$ cat src/rtl/mux4_rr_arbiter_pkg.sv
// Shared types and constants for the 4-way round-robin mux arbiter.
package mux4_rr_arbiter_pkg;

  localparam int NUM_REQ = 4;
  localparam int SEL_W   = 2;

  // Arbiter FSM encoding: IDLE arbitrates, GRANT holds one requester.
  typedef enum logic {
    ST_IDLE  = 1'b0,
    ST_GRANT = 1'b1
  } state_e;

endpackage

$ cat src/rtl/mux4_rr_arbiter_pick.sv
// Combinational round-robin picker: first set request at or after ptr, mod 4.
module rr_pick4
  import mux4_rr_arbiter_pkg::*;
(
  input  logic [NUM_REQ-1:0] req,
  input  logic [SEL_W-1:0]   ptr,
  output logic               found,
  output logic [SEL_W-1:0]   idx
);

  // Rotate requests so bit 0 is the highest-priority requester.
  logic [2*NUM_REQ-1:0] req_dbl;
  logic [NUM_REQ-1:0]   req_rot;
  logic [SEL_W-1:0]     offset;

  assign req_dbl = {req, req};
  assign req_rot = req_dbl[ptr +: NUM_REQ];

  // Lowest set bit of the rotated vector is the winner's distance from ptr.
  always_comb begin
    // NOTE: defaulting every output first keeps always_comb from inferring a latch.
    offset = '0;
    for (int k = NUM_REQ - 1; k >= 0; k--) begin
      if (req_rot[k]) offset = SEL_W'(k);
    end
  end

  assign found = |req;
  assign idx   = ptr + offset;

endmodule

$ cat src/rtl/mux4_rr_arbiter.sv
// Round-robin arbiter owning the select and handshakes of a shared mux4.
module mux4_rr_arbiter
  import mux4_rr_arbiter_pkg::*;
#(
  parameter int MAX_BURST = 16,
  parameter int CNT_W     = 8
) (
  input  logic               clk,
  input  logic               rst_n,
  input  logic [NUM_REQ-1:0] in_valid,
  input  logic [NUM_REQ-1:0] in_last,
  output logic [NUM_REQ-1:0] in_ready,
  input  logic               out_ready,
  output logic               out_valid,
  output logic [SEL_W-1:0]   sel,
  output logic               busy,
  output logic [CNT_W-1:0]   beat_cnt
);

  state_e           state_q, state_d;
  logic [SEL_W-1:0] sel_q, sel_d;
  logic [SEL_W-1:0] ptr_q, ptr_d;
  logic [CNT_W-1:0] beat_cnt_q, beat_cnt_d;

  logic             pick_found;
  logic [SEL_W-1:0] pick_idx;
  logic             granted;
  logic             xfer;
  logic             release_now;

  rr_pick4 u_pick (
    .req   (in_valid),
    .ptr   (ptr_q),
    .found (pick_found),
    .idx   (pick_idx)
  );

  // Handshake decode depends only on registered state/sel and live inputs;
  // out_valid never looks at out_ready.
  assign granted     = (state_q == ST_GRANT);
  assign out_valid   = granted && in_valid[sel_q];
  assign in_ready    = (granted && out_ready) ? (NUM_REQ'(1) << sel_q) : '0;
  assign xfer        = out_valid && out_ready;
  assign release_now = in_last[sel_q] || (beat_cnt_q == CNT_W'(MAX_BURST - 1));

  // Next-state logic: arbitrate in IDLE, count beats and release in GRANT.
  always_comb begin
    state_d    = state_q;
    sel_d      = sel_q;
    ptr_d      = ptr_q;
    beat_cnt_d = beat_cnt_q;
    unique case (state_q)
      ST_IDLE: begin
        if (pick_found) begin
          state_d    = ST_GRANT;
          sel_d      = pick_idx;
          beat_cnt_d = '0;
        end
      end
      ST_GRANT: begin
        if (xfer) begin
          if (release_now) begin
            state_d    = ST_IDLE;
            ptr_d      = sel_q + SEL_W'(1);
            beat_cnt_d = '0;
          end else begin
            beat_cnt_d = beat_cnt_q + CNT_W'(1);
          end
        end
      end
      default: state_d = ST_IDLE;
    endcase
  end

  // State, select, pointer and beat counter registers.
  always_ff @(posedge clk or negedge rst_n) begin
    if (!rst_n) begin
      state_q    <= ST_IDLE;
      sel_q      <= '0;
      ptr_q      <= '0;
      beat_cnt_q <= '0;
    end else begin
      // NOTE: non-blocking assignments so every flop samples pre-edge values.
      state_q    <= state_d;
      sel_q      <= sel_d;
      ptr_q      <= ptr_d;
      beat_cnt_q <= beat_cnt_d;
    end
  end

  assign sel      = sel_q;
  assign busy     = granted;
  assign beat_cnt = beat_cnt_q;

endmodule

$ cat config.mk
export PLATFORM = sky130hd
export DESIGN_NAME = mux4_rr_arbiter
export DESIGN_NICKNAME = d
export VERILOG_FILES = /design/src/rtl/mux4_rr_arbiter_pkg.sv /design/src/rtl/mux4_rr_arbiter_pick.sv /design/src/rtl/mux4_rr_arbiter.sv
export SDC_FILE = /design/constraint.sdc
export NUM_CORES = 1
export LEC_CHECK = 0
export CORE_MARGIN = 10
export CORE_UTILIZATION = 50
export DETAILED_ROUTE_END_ITERATION = 16
export GPL_TIMING_DRIVEN = 0
export PLACE_DENSITY = 0.8
export REMOVE_ABC_BUFFERS = 1
export SLEW_MARGIN = 10
export SYNTH_ARGS = -nofsm -noshare
export SYNTH_HDL_FRONTEND = slang
export SYNTH_SLANG_ARGS = --single-unit
$ cat constraint.sdc
create_clock -name clk -period 4.54 [get_ports clk]
set_input_delay 0.908 -clock clk [delete_from_list [all_inputs] [get_ports clk]]
set_output_delay 0.908 -clock clk [all_outputs]
set_load 0.02 [all_outputs]
; ---- After elaboration in Yosys (flattened, before gate mapping)
; Index checks and enable logic that the tools add are counted.
[word_totals]
reg_bits = 13
inputBits = 11
out_inout_bits = 16
elab_cells = 39
[classes]
n_addsub = 3
n_lt_le_gt_ge = 1
eq_ne = 3
shift = 2
mux = 17
n_bitwise = 1
reduce_logical = 8
[op_table]
columns = op, count
row1 = 8-bit two-way mux, 3
row2 = 8-bit case mux with 2 select lines, 1
row3 = 8-bit by 1-bit adder with 8-bit output (second input constant), 1
row4 = 8-bit by 4-bit == test with 1-bit output (second input constant), 1
row5 = 2-bit two-way mux, 4
row6 = 8-bit by 3-bit variable part select with 4-bit output, 1
row7 = 1-bit two-way mux, 5
row8 = 1-bit binary-select mux with 2-bit select, 2
row9 = 4-bit two-way mux, 1
row10 = 2-bit AND reduction, 2
row11 = 4-bit OR reduction, 1
row12 = 1-bit by 2-bit left shift with 4-bit output (first input constant), 1
row13 = 1-bit logical AND, 3
row14 = 2-bit by 3-bit less-than comparator with 1-bit output (second input constant), 1
row15 = 3-bit AND reduction, 1
row16 = 2-bit by 1-bit adder with 2-bit output (second input constant), 1
row17 = 2-bit adder, 1
row18 = 2-bit by 1-bit != test with 1-bit output (second input constant), 1
row19 = 2-bit != test (second input constant), 1
row20 = 1-bit case mux with 2 select lines, 1
row21 = 1-bit logical OR, 1
row22 = 1-bit NOT, 1

; ---- Longest topological paths before layout
; Gate-level depths: netlist of run 1.
[depth]
ltp_word = 6
depth_mapped = 9
mapped_depth_nobuf = 8

; ---- Modules after synthesis
; A second synthesis of run 1 with hierarchy kept.
[hier_totals]
hier_cells = 104
area_unflattened_um2 = 969.7
[modules_own_cells]
columns = module, n_inst, cells_per_inst, area_each_um2, seq_area_each_um2
row1 = mux4_rr_arbiter, 1, 82, 808.3, 325.3
row2 = rr_pick4, 1, 22, 161.4, 0.0

; ---- Least setup slack after synthesis of run 1
; Ideal clock, no wire load.
[synth_timing]
path_type = input to output
from = input in_valid[2]
to = output out_valid
arrival_time_ps = 1714
required_time_ps = 3632
slack_ps = 1918
stages = 3
path_buffers = 1
cell_sequence = buf_6 -> mux4_2 -> and2_1
[synth_between]
elab_chain_len = 3
[synth_lines]
columns = item, line
row1 = from (decl), mux4_rr_arbiter.sv:10  ; input logic [NUM_REQ-1:0] in_valid,
row2 = 1-bit binary-select mux with 2-bit select, mux4_rr_arbiter.sv:41  ; assign out_valid = granted && in_valid[sel_q];
row3 = 1-bit two-way mux (not written as such), mux4_rr_arbiter.sv:41
row4 = 1-bit logical AND, mux4_rr_arbiter.sv:41
row5 = to (decl), mux4_rr_arbiter.sv:14  ; output logic out_valid,
; Every way passes these cells. The select of a mux whose other input is x is not followed.

; ---- Worst setup path in the final report of run 1
; Same ends and word-level chain as after synthesis.

==> results of run 1 <==
-- cell type report --
cell class	count	area, um^2
fillers	170	649
multi-input cells	84	613
flip-flops and latches	13	325
repair buffers	26	260
inverters	9	33.8
well taps	27	33.8
clock buffers	4	26.3
-- report_power, final --
group          internal, W  switching [W]  leakage [nW]
logic             0.000187       0.000195         0.336
clock network    0.0000341      0.0000398        0.0150
registers         0.000148      0.0000615         0.166
-- per-layer routing --
metal | global-route usage | vias to the layer above
li1 | - | 461
met4 | 0.0401 | 0
met2 | 0.179 | 22
met1 | 0.143 | 427
met5 | 0 | -
met3 | 0.0395 | 2
-- worst max-delay path: stages --
cell,delay [ns]
sky130_fd_sc_hd__clkdlybuf4s50_1,0.56
sky130_fd_sc_hd__mux4_2,0.53
sky130_fd_sc_hd__and2_1,0.17
sky130_fd_sc_hd__clkdlybuf4s50_1,0.54
-- logic make-up (layout without fill, tap and decap cells) --
logic type / after synthesis / after routing / synth area share
muxes: 7 / 7 / 0.0974
DFF: 13 / 13 / 0.325
xor gates and xnor gates: 1 / 1 / 0.00874
adders and majority gates: 6 / 6 / 0.0749
and+or+nand+nor: 43 / 43 / 0.245
buffers and inverters: 13 / 39 / 0.0637
AOI/OAI and AO/OA: 27 / 27 / 0.186
-- cell usage after synthesis, types with 3 or more instances --
cell type                  number
sky130_fd_sc_hd__a21oi_1        3
sky130_fd_sc_hd__a31oi_1        4
sky130_fd_sc_hd__and2_1         3
sky130_fd_sc_hd__and3_1         5
sky130_fd_sc_hd__dfrtp_1       13
sky130_fd_sc_hd__ha_1           6
sky130_fd_sc_hd__inv_1          9
sky130_fd_sc_hd__mux2i_1        3
sky130_fd_sc_hd__nand2_1        8
sky130_fd_sc_hd__nand3_1        6
sky130_fd_sc_hd__nor2_1         4
sky130_fd_sc_hd__nor2b_1        4
sky130_fd_sc_hd__nor3_1         3
sky130_fd_sc_hd__o211ai_1       3
sky130_fd_sc_hd__o21ai_0        3
sky130_fd_sc_hd__o21ai_1        3
sky130_fd_sc_hd__o22ai_1        3
-- final timing paths --
path                        startpoint          end  slack [ns]  depth (start not counted)
hold / removal             beat_cnt[0]  beat_cnt[0]        0.58                          1
setup reg to reg                sel[0]  beat_cnt[2]        2.60                          4
max in group asynchronous        rst_n     ptr_q[0]        3.13                          1
setup / recovery           in_valid[2]    out_valid        0.92                          4
hold reg to reg            beat_cnt[0]  beat_cnt[0]        0.58                          1
min in group asynchronous        rst_n  beat_cnt[7]        1.01                          1
-- sequential cells by signal (all words and copies together), names as in the netlist --
name      flops
beat_cnt      8
ptr_q         2
sel           2
busy          1
-- through the flow --
stage / hold slack (ns) / power (W) / cell area [um^2] / util
after global placement: 0.569 / 0.000584 / 1270 / 0.652
final: 0.579 / 0.000666 / 1290 / 0.666
after detailed placement: 0.564 / 0.000596 / 1270 / 0.652
after floorplan: 0.609 / 0.000448 / 972 / -
after global routing: 0.615 / 0.000722 / 1290 / 0.666
after CTS: 0.584 / 0.000670 / 1290 / 0.666
==> results.md, run 1 <==
- Top post-synthesis cells by area: sky130_fd_sc_hd__dfrtp_1 32%, sky130_fd_sc_hd__ha_1 7.5%, sky130_fd_sc_hd__mux4_2 4.5%
- Post-DR vias/cell: 5.60
- Clock latency at the later pin of the worst-skew pair: 0.28 ns
- Worst Slack Setup Final: 0.919 ns
- Final weighted congestion in routability-driven placement: 0.776
- Total of max-cap violations: 0
- Post-placement worst setup slack: 0.917 ns
- Sum of routed wire segments on met1: 1040 um
- Standby leakage power: 0.517 nW
- Time the final worst path needs with I/O delays and setup: 3.62 ns
- Actual slew at the worst max-slew pin: 0.619 ns
- First-pass iteration count of the detailed router: 4
- Highest net fanout along the worst path: 9
- Post-Syn Area per Cell: 9.11 um^2
- Maximum number of pins on one net before global-route repair: 15
- Global-route wire length before repair: 3970 um
- Die width: 64.8 um
- Buffers inserted during post-CTS setup optimization: 0
- Clock tree from TritonCTS: done
- Residual antenna-violating net count after detailed routing: 0
- Highest achievable clock rate: 276 MHz
- Post-cts hold buffer count: 0
- Primary FF master, synth: sky130_fd_sc_hd__dfrtp_1
- Worst Setup End Kind: output pin
- Final Skew: 0.00110 ns
- Clock buffers created by TritonCTS: 3
- Endpoints failing hold: 0
- Commonest non-fill, non-tap cell in the layout: sky130_fd_sc_hd__clkdlybuf4s50_1
- Fin cells: 163
- Initial antenna violation count: 0
- Number of violations reported at the end of detailed-routing iteration 0: 21
- Final worst-path cycle share: 0.797
- Via total after detailed routing: 912
- Synthesis-to-layout area growth: 29.0%
- Yosys warning total: 0
- Leading cell types in the layout, fill and taps excluded: 26 x sky130_fd_sc_hd__clkdlybuf4s50_1, 13 x sky130_fd_sc_hd__dfrtp_1, 9 x sky130_fd_sc_hd__inv_1
- Library cell occupying the most area in the post-synthesis netlist: sky130_fd_sc_hd__dfrtp_1
- Clock slew seen by the registers of the worst setup and hold paths: 0.08 ns
- Total gr overflow: 0
- Synth async-reset ratio: 1.00
- Effective utilization at floorplan: 0.516
- Status: complete, no violations
- Num ports: 27
- Critical Path Start Type: input pin
- Part of the Yosys area used for sequential elements: 0.325
- Cell Area, Synth: 0.00100 mm^2
- Setup repair after global routing missed its margin: false
- Uppermost routed layer: met4
- Clock sink total: 13
- DRC viols: 0
- Root buffer cell: sky130_fd_sc_hd__clkbuf_4
- Synthesized flop and latch total: 13
- Final TNS setup: 0 ns
- Count of flip-flops with a built-in enable after synthesis: 0
- Count of different cell masters after synthesis: 36
- Metal3 WL: 192 um
- Total length of routed wires: 2350 um
- Max H-tree Level: 1
- Power per cell area: 515 mW/mm^2
- Post-detailed-placement half-perimeter wirelength: 1840 um
- Number of placed cells counting well taps: 159
- Aggregate global-route resource usage: 0.114
- Req. time, crit path: 3.63 ns
- Height of the die: 64.8 um
- Synthesized instance count: 110
- Fraction of layout instances using a drive strength above 1: 0.0735
- Post-synth top area share: 0.325
- Via count of the first global-routing pass: 812
- Final setup violating endpoints: 0
- Max IR drop VDD: 391 uV
- Number of buffers on the longest clock path: 2
- Core area: 0.00194 mm^2
- Total of cells resized after clock tree synthesis: 0
- Overall die area: 0.00420 mm^2
- WL/cell: 14.4 um
- Worst slew margin: 0.586
- HP Class: reg -> reg
- Path type of the worst setup path: in -> out
- Std cell rows: 16
- Port Buffer Count: 26
- Length of routed met2 wiring: 1110 um
- Final max-slew violation count: 0
- Final nets: 154
- Antenna fix cells: 0
- Data arrival time of the worst path: 2.71 ns
Note: power is estimated with default switching activity, not from simulation.
==> inputs of run 2 (changes only) <==
CORE_UTILIZATION = 47   (was 50)
PLACE_DENSITY = 0.76   (was 0.8)
clock period = 3.65 ns   (was 4.54 ns; I/O delays follow)
==> run 2 against run 1 <==
  * Register-to-register slack lost 0.90 ns
  * Design area is the same
  * Sequential cell count is the same
  * Hold slack gained 0.014 ns
  * Via count grew 0.22%
  * Combinational power grew 24%
  * Clock-buffer cell count is the same
  * Clock power grew 20%
  * Sequential share of layout area is the same
  * Final cell count is the same
  * Sequential power grew 26%
  * Critical path type unchanged
  * Largest cell class unchanged
  * Largest power group unchanged
  * Highest routed layer unchanged
==> results.md, run 2 (synthesis results as in run 1) <==
- Via total after detailed routing: 914 (was 912)
- Total length of routed wires: 2410 um (was 2350 um)
- Maximum number of pins on one net before global-route repair: 15 (unchanged)
- Final weighted congestion in routability-driven placement: 0.761 (was 0.776)
- Status: complete, no violations (unchanged)
- Core area: 0.00200 mm^2 (was 0.00194 mm^2)
- Global-route wire length before repair: 3720 um (was 3970 um)
- Register Area: 325 um^2 (unchanged)
- Fin cells: 163 (unchanged)
- Synthesis-to-layout area growth: 29.0% (unchanged)
- Residual antenna-violating net count after detailed routing: 0 (unchanged)
- Power per cell area: 639 mW/mm^2 (was 515 mW/mm^2)
- Minimum hold slack: 0.593 ns (was 0.579 ns)
- Highest net fanout along the worst path: 9 (unchanged)
- Final Skew: 0.00586 ns (was 0.00110 ns)
- Final worst-path cycle share: 0.898
- Time the final worst path needs with I/O delays and setup: 3.28 ns
- Post-layout total power: 0.000825 W (was 0.000666 W)
- Number of placed cells counting well taps: 159 (unchanged)
- Worst slew margin: 0.617 (was 0.586)
- Area of the multi-input gates: 613 um^2 (unchanged)
- Final cell utilization of the core: 0.646 (was 0.666)
- Post-detailed-placement half-perimeter wirelength: 1860 um (was 1840 um)
- Initial antenna violation count: 0 (unchanged)
- Critical Path Start Type: input pin (unchanged)
- Number of buffers on the longest clock path: 2 (unchanged)
- Req. time, crit path: 2.92 ns (was 3.63 ns)
- Highest achievable clock rate: 305 MHz
- First-pass iteration count of the detailed router: 4 (unchanged)
- Effective utilization at floorplan: 0.501 (was 0.516)
- Switching portion of total power: 0.446 (about the same)
- Port Buffer Count: 26 (unchanged)
- Die width: 66.2 um (was 64.8 um)
- Number of flip-flops in the largest register: 8 (unchanged)
- Clock buffers created by TritonCTS: 3 (unchanged)
- Power share of the clock group: 0.107 (was 0.111)
- Total of cells resized after clock tree synthesis: 0 (unchanged)
- HP Class: reg -> reg (unchanged)
- Standby leakage power: 0.517 nW (unchanged)
- Via count of the first global-routing pass: 832 (was 812)
- Num ports: 27 (unchanged)
- Buffers inserted during post-CTS setup optimization: 0 (unchanged)
- Number of violations reported at the end of detailed-routing iteration 0: 35 (was 21)
- Worst Setup End Kind: output pin (unchanged)
- Leading cell types in the layout, fill and taps excluded: 26 x sky130_fd_sc_hd__clkdlybuf4s50_1, 13 x sky130_fd_sc_hd__dfrtp_1, 9 x sky130_fd_sc_hd__inv_1 (unchanged)
- DRC viols: 0 (unchanged)
- WL/cell: 14.8 um (was 14.4 um)
- Fraction of layout instances using a drive strength above 1: 0.0735 (unchanged)
- Max H-tree Level: 1 (unchanged)
- Path type of the worst setup path: in -> out (unchanged)
- Share of total power in combinational logic: 0.572 (was 0.574)
- Clock tree from TritonCTS: done (unchanged)
- Height of the die: 66.2 um (was 64.8 um)
- Max IR drop VDD: 371 uV (was 391 uV)
- Post-DR vias/cell: 5.61 (was 5.60)
- Total of max-cap violations: 0 (unchanged)
- Clock slew seen by the registers of the worst setup and hold paths: 0.07 ns (was 0.08 ns)
- Data arrival time of the worst path: 2.55 ns (was 2.71 ns)
- Total gr overflow: 0 (unchanged)
- Final setup violating endpoints: 0 (unchanged)
- Switching pwr: 0.000368 W (was 0.000297 W)
- Clock sink total: 13 (unchanged)
- Commonest non-fill, non-tap cell in the layout: sky130_fd_sc_hd__clkdlybuf4s50_1 (unchanged)
- Internal portion of total power: 0.000457 W (was 0.000369 W)
- Aggregate global-route resource usage: 0.106 (was 0.114)
- Final TNS setup: 0 ns (unchanged)
- Actual slew at the worst max-slew pin: 0.572 ns (was 0.619 ns)
- Antenna fix cells: 0 (unchanged)
- Std cell rows: 16 (unchanged)
- Overall die area: 0.00438 mm^2 (was 0.00420 mm^2)
- Final nets: 154 (unchanged)
- Root buffer cell: sky130_fd_sc_hd__clkbuf_4 (unchanged)
- Setup repair after global routing missed its margin: false (unchanged)
- Clock latency at the later pin of the worst-skew pair: 0.27 ns (was 0.28 ns)
- Post-cts hold buffer count: 0 (unchanged)
- Endpoints failing hold: 0 (unchanged)
- FILL cells: 176 (was 170)
- Final max-slew violation count: 0 (unchanged)
- Reg power frac: 0.320 (was 0.315)
## run 2: cell counts in the layout (fill, tap and decap cells not counted)
No cell type changed its count.
## run 2: area by class of cell
| type | instances | area share |
|---|---|---|
| clock buffer | 4 | 0.0203 |
| sequential | 13 | 0.252 |
| multi-input combinational | 84 | 0.474 |
| tap | 27 | 0.0261 |
| timing repair buffer | 26 | 0.201 |
| inverter | 9 | 0.0261 |
## run 2: final timing paths
kind                              from          end  slack (ns)  depth (start not counted)
max                        in_valid[2]    out_valid        0.37                          4
min                        beat_cnt[0]  beat_cnt[0]        0.59                          1
max reg2reg                     sel[0]  beat_cnt[3]        1.70                          4
min reg2reg                beat_cnt[0]  beat_cnt[0]        0.59                          1
max in group asynchronous        rst_n     ptr_q[1]        2.46                          1
min in group asynchronous        rst_n  beat_cnt[7]        0.82                          1
## run 2: power by group through the flow
stage                     clock (W)  sequential (W)  combinational [W]
after floorplan                   0        0.000283           0.000274
after global placement            0        0.000265           0.000464
after detailed placement          0        0.000267           0.000474
after CTS                 0.0000931        0.000263           0.000476
after global routing       0.000101        0.000273           0.000518
final                     0.0000887        0.000264           0.000473
## run 2: critical path, cell delays in order
cell,delay [ns]
sky130_fd_sc_hd__clkdlybuf4s50_1,0.57
sky130_fd_sc_hd__mux4_2,0.54
sky130_fd_sc_hd__and2_1,0.17
sky130_fd_sc_hd__clkdlybuf4s50_1,0.53
## run 2: stage by stage
stage | setup slack [ns] | area (um^2)
after floorplan | 1.49 | 972
after global placement | 0.418 | 1270
after detailed placement | 0.378 | 1270
after CTS | 0.374 | 1290
after global routing | 0.318 | 1290
final | 0.372 | 1290
## run 2: layer usage
metal  vias to the layer above  GRT usage  wire length (um)
met2                        27      0.167              1100
met5                         -          0                 0
met4                         0     0.0314                 8
met1                       427      0.124              1110
li1                        458          -                 -
met3                         2     0.0492               197
==> inputs of run 3 (changes only) <==
MAX_ROUTING_LAYER = met4   (was not set)
==> run 3 against run 2 <==
  * Sequential power is essentially flat
  * Core utilization is the same
  * Total power is essentially flat
  * Maximum frequency is essentially flat
  * Non-clock buffer count is the same
  * Critical endpoint unchanged
  * Largest power group unchanged
==> results.md, run 3 (synthesis results as in run 1) <==
- Status: complete, no violations (unchanged)
- Reg power frac: 0.320 (about the same)
- Final nets: 154 (unchanged)
- Final setup violating endpoints: 0 (unchanged)
- Minimum hold slack: 0.594 ns (was 0.593 ns)
- Via total after detailed routing: 913 (was 914)
- Fraction of layout instances using a drive strength above 1: 0.0735 (unchanged)
- Max H-tree Level: 1 (unchanged)
- Total of cells resized after clock tree synthesis: 0 (unchanged)
- Met3 Usage GRT: 0.0458 (was 0.0492)
- Switching pwr: 0.000368 W (about the same)
- Maximum number of pins on one net before global-route repair: 15 (unchanged)
- Delay contributed by the slowest stage of the critical path: 0.57 ns (about the same)
- Internal portion of total power: 0.000457 W (about the same)
- Worst Setup End Kind: output pin (unchanged)
- Final weighted congestion in routability-driven placement: 0.771 (was 0.761)
- Total length of routed wires: 2410 um (about the same)
- Met1 capacity usage during global routing: 0.125 (was 0.124)
- Slowest stage cell on the critical path: sky130_fd_sc_hd__clkdlybuf4s50_1 (unchanged)
- Buffers inserted during post-CTS setup optimization: 0 (unchanged)
- FILL cells: 176 (unchanged)
- Standby leakage power: 0.517 nW (unchanged)
- Number of placed cells counting well taps: 159 (unchanged)
- Setup repair after global routing missed its margin: false (unchanged)
- Highest net fanout along the worst path: 9 (unchanged)
- Via count of the first global-routing pass: 832 (unchanged)
- Share of total power in combinational logic: 0.572 (about the same)
- Final Skew: 0.00591 ns (was 0.00586 ns)
- Commonest non-fill, non-tap cell in the layout: sky130_fd_sc_hd__clkdlybuf4s50_1 (unchanged)
- Height of the die: 66.2 um (unchanged)
- Initial antenna violation count: 0 (unchanged)
- Data arrival time of the worst path: 2.55 ns (about the same)
- Final TNS setup: 0 ns (unchanged)
- Die width: 66.2 um (unchanged)
- First-pass iteration count of the detailed router: 4 (unchanged)
- Num ports: 27 (unchanged)
- Leading cell types in the layout, fill and taps excluded: 26 x sky130_fd_sc_hd__clkdlybuf4s50_1, 13 x sky130_fd_sc_hd__dfrtp_1, 9 x sky130_fd_sc_hd__inv_1 (unchanged)
- Port Buffer Count: 26 (unchanged)
- Power share of the clock group: 0.107 (about the same)
- Highest achievable clock rate: 305 MHz (about the same)
- Clock latency at the later pin of the worst-skew pair: 0.27 ns (about the same)
- Aggregate global-route resource usage: 0.109 (was 0.106)
- DRC viols: 0 (unchanged)
- Final max-slew violation count: 0 (unchanged)
- CP Cell Sequence: clkdlybuf4s50_1, mux4_2, and2_1, clkdlybuf4s50_1 (unchanged)
- Residual antenna-violating net count after detailed routing: 0 (unchanged)
- Post-DR vias/cell: 5.60 (was 5.61)
- Clock tree from TritonCTS: done (unchanged)
- Time the final worst path needs with I/O delays and setup: 3.28 ns (about the same)
- Path type of the worst setup path: in -> out (unchanged)
- Number of violations reported at the end of detailed-routing iteration 0: 37 (was 35)
- Final cell utilization of the core: 0.646 (unchanged)
- Clock slew seen by the registers of the worst setup and hold paths: 0.07 ns (about the same)
- Endpoints failing hold: 0 (unchanged)
- WL/cell: 14.8 um (about the same)
- Clock buffers created by TritonCTS: 3 (unchanged)
- Total gr overflow: 0 (unchanged)
- Root buffer cell: sky130_fd_sc_hd__clkbuf_4 (unchanged)
- Req. time, crit path: 2.92 ns (about the same)
- Actual slew at the worst max-slew pin: 0.572 ns (about the same)
- HP Class: reg -> reg (unchanged)
- Overall die area: 0.00438 mm^2 (unchanged)
- Critical Path Start Type: input pin (unchanged)
- Total of max-cap violations: 0 (unchanged)
- Core area: 0.00200 mm^2 (unchanged)
- Global-route met2 utilization: 0.167 (unchanged)
- GRT Max-Usage Layer: met2 (unchanged)
- Antenna fix cells: 0 (unchanged)
- Worst slew margin: 0.617 (about the same)
- Switching portion of total power: 0.446 (about the same)
- Synthesis-to-layout area growth: 29.0% (unchanged)
- Number of buffers on the longest clock path: 2 (unchanged)
- Global-route wire length before repair: 3720 um (unchanged)
- Std cell rows: 16 (unchanged)
- Effective utilization at floorplan: 0.501 (unchanged)
- Final worst-path cycle share: 0.898 (about the same)
- Fin cells: 163 (unchanged)
- Post-detailed-placement half-perimeter wirelength: 1860 um (unchanged)
- Clock sink total: 13 (unchanged)
- Post-cts hold buffer count: 0 (unchanged)
- Max IR drop VDD: 371 uV (about the same)
- Number of flip-flops in the largest register: 8 (unchanged)
- Worst path most repeated cell: sky130_fd_sc_hd__clkdlybuf4s50_1 (unchanged)
- Power per cell area: 639 mW/mm^2 (about the same)
[run 3: cell counts in the layout (fill, tap and decap cells not counted)]
Identical to the previous run, type by type.
[run 3: layout make-up]
type | instances | area, um^2 | area share
Timing Repair Buffer | 26 | 260 | 0.201
Inverter | 9 | 33.8 | 0.0261
Clock buffer | 4 | 26.3 | 0.0203
Sequential cell | 13 | 325 | 0.252
Tap cell | 27 | 33.8 | 0.0261
Multi-Input combinational cell | 84 | 613 | 0.474
[run 3: power groups by stage]
stage | clock network, W | registers [W] | logic (W)
finish | 0.0000887 | 0.000265 | 0.000472
detailed placement | 0 | 0.000267 | 0.000474
global placement | 0 | 0.000265 | 0.000464
CTS | 0.0000931 | 0.000263 | 0.000476
global route | 0.000101 | 0.000273 | 0.000517
floorplan | 0 | 0.000283 | 0.000274
[run 3: critical path, delay by kind of cell]
kind | cells | cell delay (ns)
buf+inv | 2 | 1.10
mux | 1 | 0.54
simple gates | 1 | 0.17
[run 3: final timing paths]
kind / cells past startpoint / endpoint / slack [ns] / startpoint
max in group asynchronous: 1 / ptr_q[1] / 2.46 / rst_n
setup reg to reg: 4 / beat_cnt[3] / 1.70 / sel[0]
hold reg to reg: 1 / beat_cnt[0] / 0.59 / beat_cnt[0]
min in group asynchronous: 1 / beat_cnt[7] / 0.82 / rst_n
setup / recovery: 4 / out_valid / 0.37 / in_valid[2]
hold / removal: 1 / beat_cnt[0] / 0.59 / beat_cnt[0]
[run 3: metrics by stage]
| stage | setup slack [ns] | instance area (um^2) | total power [W] |
|---|---|---|---|
| final | 0.372 | 1290 | 0.000826 |
| after detailed placement | 0.378 | 1270 | 0.000741 |
| after floorplan | 1.49 | 972 | 0.000558 |
| after global routing | 0.318 | 1290 | 0.000892 |
| after CTS | 0.374 | 1290 | 0.000832 |
| after global placement | 0.418 | 1270 | 0.000729 |
[run 3: routing by layer]
layer  part of all wire  vias up  wire, um
met5                  0        -         0
met4             0.0033        0         8
met3              0.074        2       179
met2               0.45       25      1090
met1               0.47      428      1130
li1                   -      458         -
